$ cat config.mk
export PLATFORM = sky130hd
export DESIGN_NAME = gb_apu_wave_ram
export DESIGN_NICKNAME = d
export VERILOG_FILES = /design/src/rtl/gb_apu_wave_ram.sv
export SDC_FILE = /design/constraint.sdc
export NUM_CORES = 1
export LEC_CHECK = 0
export BUFFER_PORTS_ARGS = -buffer_cell sky130_fd_sc_hd__buf_4
export CAP_MARGIN = 30
export CORE_ASPECT_RATIO = 1.75
export CORE_MARGIN = 10
export CORE_UTILIZATION = 45
export CTS_BUF_LIST = sky130_fd_sc_hd__clkbuf_4 sky130_fd_sc_hd__clkbuf_8
export DETAILED_ROUTE_END_ITERATION = 10
export HOLD_SLACK_MARGIN = 0.15
export PLACE_DENSITY = 0.69
export REMOVE_ABC_BUFFERS = 1
export SETUP_SLACK_MARGIN = 0.15
export SLEW_MARGIN = 20
export SYNTH_ARGS = -nofsm -noshare
export SYNTH_HDL_FRONTEND = slang
export SYNTH_SLANG_ARGS = --single-unit
export TNS_END_PERCENT = 10
$ cat constraint.sdc
create_clock -name clk -period 3 [get_ports clk]
set_clock_uncertainty 0.15 [all_clocks]
set_input_delay 0.45 -clock clk [delete_from_list [all_inputs] [get_ports clk]]
set_output_delay 0.45 -clock clk [all_outputs]
set_load 0.005 [all_outputs]
$ cat src/rtl/gb_apu_wave_ram.sv
// -----------------------------------------------------------------------------
// gb_apu_wave_ram
//
// 16-byte wave pattern RAM feeding the custom wave channel (Ch 3), with CPU
// byte access at FF30..FF3F.
//
// While the channel is playing, the CPU does not get to choose which byte it
// touches: every access lands on the byte the channel is currently addressing.
// On DMG hardware that access only works during a short window just after the
// channel advances to a new byte. Outside the window, writes are dropped and
// reads return 8'hFF.
//
// Parameters
//   STRICT_DMG    : 1 = gate CPU access with the fetch window while enabled,
//                   0 = CPU access always allowed (CGB behaviour).
//   ACCESS_WINDOW : cycles (1..3) the window stays open after wave_addr moves.
//   RESET_BYTE    : value loaded into every byte on reset.
//
// Ports
//   clk        : system clock, all state on posedge
//   reset      : asynchronous, active-low reset
//   wave_addr  : byte index requested by Ch 3
//   ch_enable  : Ch 3 playing
//   wave_data  : mem[wave_addr], combinational
//   cpu_addr   : CPU byte address
//   cpu_wdata  : CPU write data
//   cpu_wr     : CPU write strobe (single cycle)
//   cpu_rd     : CPU read strobe (single cycle)
//   cpu_rdata  : registered read data, held between reads
//   cpu_rvalid : one-cycle pulse per read, cpu_rdata valid
// -----------------------------------------------------------------------------
module gb_apu_wave_ram #(
    parameter bit          STRICT_DMG    = 1'b1,
    parameter int unsigned ACCESS_WINDOW = 2,
    parameter logic [7:0]  RESET_BYTE    = 8'h00
) (
    input  logic       clk,
    input  logic       reset,
    input  logic [3:0] wave_addr,
    input  logic       ch_enable,
    output logic [7:0] wave_data,
    input  logic [3:0] cpu_addr,
    input  logic [7:0] cpu_wdata,
    input  logic       cpu_wr,
    input  logic       cpu_rd,
    output logic [7:0] cpu_rdata,
    output logic       cpu_rvalid
);

    localparam logic [1:0] WIN_LOAD = 2'(ACCESS_WINDOW);

    logic [7:0] r_mem [16];
    logic [3:0] r_wave_addr_q;
    logic [1:0] r_win_cnt;
    logic [7:0] r_rdata;
    logic       r_rvalid;

    logic [3:0] w_eff_addr;
    logic       w_allowed;
    logic       w_wr_en;
    logic [7:0] w_rd_byte;

    // While playing, the channel owns the address lines; the CPU's own
    // address is ignored.
    assign w_eff_addr = ch_enable ? wave_addr : cpu_addr;

    // Decided on the pre-edge count, so a count of 1 still lets the access
    // through on the edge that takes the count to 0.
    assign w_allowed  = !ch_enable || !STRICT_DMG || (r_win_cnt != 2'd0);
    assign w_wr_en    = cpu_wr && w_allowed;
    assign w_rd_byte  = w_allowed ? r_mem[w_eff_addr] : 8'hFF;

    assign wave_data  = r_mem[wave_addr];
    assign cpu_rdata  = r_rdata;
    assign cpu_rvalid = r_rvalid;

    // Pattern storage. Reset clears the whole array, so a reset in the
    // middle of playback also wipes the pattern.
    always_ff @(posedge clk or negedge reset) begin
        if (!reset) begin
            for (int i = 0; i < 16; i++) begin
                r_mem[i] <= RESET_BYTE;
            end
        end else if (w_wr_en) begin
            r_mem[w_eff_addr] <= cpu_wdata;
        end
    end

    // Fetch-window tracker. The window opens only when the channel moves to
    // a new byte while enabled. Enabling the channel on an unchanged address
    // does not open it, because the disabled branch keeps the last address
    // in sync. A move while the window is open reloads the count; it does
    // not add to it.
    always_ff @(posedge clk or negedge reset) begin
        if (!reset) begin
            r_wave_addr_q <= 4'h0;
            r_win_cnt     <= 2'd0;
        end else if (!ch_enable) begin
            r_wave_addr_q <= wave_addr;
            r_win_cnt     <= 2'd0;
        end else if (wave_addr != r_wave_addr_q) begin
            r_wave_addr_q <= wave_addr;
            r_win_cnt     <= WIN_LOAD;
        end else if (r_win_cnt != 2'd0) begin
            r_win_cnt     <= r_win_cnt - 2'd1;
        end
    end

    // CPU read port. Data is sampled from the pre-edge contents, so a read
    // and a write to the same byte on the same edge return the old byte.
    always_ff @(posedge clk or negedge reset) begin
        if (!reset) begin
            r_rdata  <= 8'hFF;
            r_rvalid <= 1'b0;
        end else begin
            r_rvalid <= cpu_rd;
            if (cpu_rd) begin
                r_rdata <= w_rd_byte;
            end
        end
    end

endmodule
Word-level counts from Yosys, hierarchy flattened
Cells that the tools add are included.
Operators by class
  add/sub/neg operators: 1
  multipliers: 0
  div/mod/pow operators: 0
  order comparisons: 3
  eq/ne operators: 3
  shift-type cells: 0
  mux-type cells: 16
  bitwise logic cells: 2
  reduce and logical (&&, ||, !) cells: 5
Operator list (number)
  $bwmux W128: 1
  $bmux W8 S4: 2
  $mux W8: 6
  $demux W8 S4: 1
  $mux W4: 3
  $ge A5 B5 Y1 const B: 2
  $not A4 Y5: 2
  $mux W2: 3
  $lt A5 B1 Y1 const B: 1
  $ne A4 B4 Y1: 1
  $ne A3 B1 Y1 const B: 1
  $logic_and A1 B1 Y1: 2
  $ne A2 B1 Y1 const B: 1
  $reduce_bool A2 Y1: 1
  $sub A2 B1 Y2 const B: 1
  $logic_not A1 Y1: 1
  $logic_or A1 B1 Y1: 1
Word-level totals
  bits in registers: 143
  latch bits: 0
  RAM bits: 0
  memory bits (read-only): 0
  bits of input ports: 21
  output and inout port bits: 17
  logic and storage cells: 50
  memories kept: 0

Longest topological paths before layout
  depth in word-level cells: 7
  depth in mapped cells: 9
  gate-level depth less buffers: 7

Least setup slack after synthesis
Ideal clock, no wire load.
  path kind: input-to-output
  from: input wave_addr[0]
  to: output wave_data[0]
  arrival: 1.893 ns
  data required time: 2.400 ns
  slack: 0.507 ns
  stages on the path: 4
  path buffers: 2
  path through: buf_4 -> buf_2 -> mux4_2 -> mux4_2
Between the ends
  longest elaborated chain between the ends: 4
Ends and longest elaborated chain
  start, declared: RTL line 39  | input logic [3:0] wave_addr,
  $not A4 Y5 (implied by the code): RTL line 73  | assign wave_data = r_mem[wave_addr];
  $bmux W8 S4: RTL line 73
  $mux W8 (implied by the code) (2 in series): RTL line 73
  end, declared: RTL line 41  | output logic [7:0] wave_data,
Every way passes these cells. The select of a mux whose other input is x is not followed.

Final worst setup path
  from: input wave_addr[0]
  to: output wave_data[3]
Same word-level chain as after synthesis.

==> results.yml <==
clocking:
  tritoncts: "yes"
  cts_root_buf: "clkbuf_8"
  insertion_delay_ns: 0.46
  htree_num_levels: 4
  clock_sinks: 143
  cts_buffers: 17
  clock_path_buffers: 2
  post_cts_buffers: 0
  clk_pin_slew_worst_paths_ns: 0.08
layout:
  layout.cells.most_common_list: "dfrtp_1, mux2_2, buf_4"
  n_fill_cell: 1463
  syn2layout_area_growth_pct: 14.2
  layout_commonest_cell: "dfrtp_1"
  antenna_cells: 0
  nNetsFinal: 643
  drive_above_1_share_pct: 47.8
logic_synthesis:
  synth-seq-area-share_pct: 46.4
  avgSynthCellArea_um2: 13.3
  ys_ff_latch: 143
  synth_cells: 580
  synth_area_um2: 7730
  ys_types: 36
  yosysWarnings: 0
die:
  core_um2: 16900
  die_h_um: 193
  placementRows: 63
  die_x_um: 119
  start_util_pct: 45.6
  io_pins: 38
  die-area_um2: 23000
critical_path:
  reg2reg_to: "r_mem[19]"
  crit_required_ns: 2.40
  path_max_fanout: 14
  r2r-start: "r_win_cnt[0]"
  reg2reg_depth: 7
  worst_setup_path_end_kind: "output pin"
  cp-start-kind: "primary input"
  crit_type: "primary input to output pin"
  critical_path_arrival_ns: 2.11
  r2r_setup_slack_ns: 0.61
min_path:
  min-delay-start: "cpu_wdata[3]"
  hold_depth: 2
  holdPathEnd: "r_mem[51]"
  holdCritPathClass: "primary input to flip-flop"
timing:
  setup_viol: 0
  fin_crit_sh_pct: 90.2
  hold_viol: 0
  clock.fmax_mhz: 370
  fin_ws_ns: 0.294
  slew_viol_final: 0
  setup_tns_ns: 0
  min_period_ns: 2.71
  slew_headroom_pct: 42.9
  rsz0062_at_grt: "false"
  worst_pin_slew_ns: 0.857
placement:
  dp_hpwl_um: 15000
  pre_cts_ws_ns: 0.200
  gp_congestion: 0.873
  io_buffers: 37
detailed_routing:
  initialDrtViolationCount: 584
  wl_per_cell_um: 26.3
  vias: 5763
  drc_errors: 0
  wl_um: 22700
  vias_per_cell: 6.69
  antenna_left: 0
  drt-pass1-iter-count: 5
global_route:
  grt_pass1_vias: 6136
  grt_max_degree: 74
  grt_pass1_wl_um: 35900
  antenna_found_initial: 0
  grt_use_total_pct: 19.8
  grt_overflow_total: 0
pwr:
  switchingPower_mw: 1.72
  switching_share_pct: 30.1
  p_comb_share_pct: 24.2
  power.density_nw_per_um2: 648
  internal_power_mw: 4.00
  power_leakage_nw: 3.58
  clkPwrFrac_pct: 25.1
  p_seq_share_pct: 50.7
  ir_worst_vdd_mv: 0.254
status:
  status: "complete, no violations"
job:
  cap_violations: 0
power by group through the flow:
stage	clock, mW	sequential [mW]	combinational (mW)
2_1_floorplan	0	2.71	0.952
3_3_place_gp	0	2.88	1.33
3_5_place_dp	0	2.91	1.38
4_1_cts	1.47	2.87	1.39
5_1_grt	1.54	2.93	1.50
6_report	1.43	2.90	1.39
worst max-delay path, cell delays in order:
cell	delay (ns)
buf_6	0.21
buf_4	0.25
mux4_2	0.51
mux4_2	0.51
buf_4	0.16
registers in the layout, summed over array words and instances, names as in the netlist:
register / flops
r_mem: 128
cpu_rdata: 8
r_wave_addr_q: 4
r_win_cnt: 2
cpu_rvalid: 1
kinds of logic (layout without fill, tap and decap cells):
logic type | after synthesis | count (layout) | synth area share [%]
multiplexers | 169 | 169 | 30.4
buffers and inverters | 58 | 112 | 3.63
adder cells (fa/ha/maj) | 1 | 1 | 0.162
XOR/XNOR | 5 | 5 | 0.566
AND/OR/NAND/NOR | 45 | 45 | 3.20
flip-flops | 143 | 143 | 46.4
AO/OA/AOI/OAI | 159 | 159 | 15.6
layout make-up:
| type | count | area (um2) | share of cell area (%) |
|---|---|---|---|
| clock inverters | 13 | 118 | 1.33 |
| well taps | 227 | 284 | 3.22 |
| flip-flops and latches | 143 | 3590 | 40.6 |
| repair buffers | 75 | 673 | 7.62 |
| multi-input cells | 379 | 3890 | 44.1 |
| inverters | 5 | 18.8 | 0.213 |
| clock buffers | 19 | 255 | 2.89 |
per-layer routing:
layer  up-vias  track usage, %  part of all wire (%)
li1       2339               -                     -
met1      2949            22.4                    37
met2       365            32.5                    49
met3       110            4.11                   7.5
met4         0            14.0                   6.6
met5         -               0                     0
stage by stage:
stage | util (%) | power [mW] | hold WS, ns | instances | instance area (um2)
floorplan | - | 3.67 | 0.00441 | 527 | 7470
global placement | 49.5 | 4.21 | 0.349 | 823 | 8390
detailed placement | 49.5 | 4.29 | 0.360 | 823 | 8390
CTS | 52.1 | 5.73 | 0.198 | 861 | 8830
global route | 52.1 | 5.97 | 0.216 | 861 | 8830
finish | 52.1 | 5.72 | 0.216 | 861 | 8830
Yosys cell counts, drive strengths merged:
| library cell | number | share of area, % |
|---|---|---|
| a2111oi | 16 | 2.1 |
| a21boi | 1 | 0.097 |
| a21oi | 1 | 0.11 |
| a31oi | 1 | 0.16 |
| a32oi | 1 | 0.21 |
| a41oi | 16 | 1.8 |
| and2 | 2 | 0.16 |
| and3 | 2 | 0.16 |
| and3b | 3 | 0.34 |
| buf | 28 | 2.2 |
| clkbuf | 25 | 1.2 |
| dfrtp | 135 | 44 |
| dfstp | 8 | 2.7 |
| ha | 1 | 0.16 |
| inv | 5 | 0.24 |
| mux2 | 129 | 19 |
| mux4 | 40 | 12 |
| nand2 | 23 | 1.2 |
| nor2 | 7 | 0.34 |
| nor3 | 5 | 0.58 |
| nor3b | 2 | 0.32 |
| nor4 | 1 | 0.081 |
| o21a | 49 | 4.8 |
| o21ai | 56 | 4.0 |
| o221ai | 8 | 0.91 |
| o32a | 9 | 1.2 |
| o32ai | 1 | 0.21 |
| xnor2 | 1 | 0.11 |
| xor2 | 4 | 0.45 |
repair_timing:
| action | 4_1_cts | 5_1_grt |
|---|---|---|
| endpoints found under the hold margin | 71 | 0 |
| hold buffers | 6 | 0 |
| resized for setup | 0 | 1 |
| setup endpoints to repair | 0 | 1 |
worst max-delay path by stage:
stage / start / end / slack [ns] / cells past startpoint
after detailed placement: wave_addr[0] / wave_data[3] / 0.20 / 5
final: wave_addr[0] / wave_data[3] / 0.29 / 5
after global routing: wave_addr[0] / wave_data[3] / 0.23 / 5
after CTS: wave_addr[0] / wave_data[3] / 0.20 / 5
after floorplan: cpu_addr[1] / r_mem[10] / 0.18 / 4
after global placement: wave_addr[0] / wave_data[7] / 0.22 / 5
No activity file was read; power rests on OpenSTA's default activity.
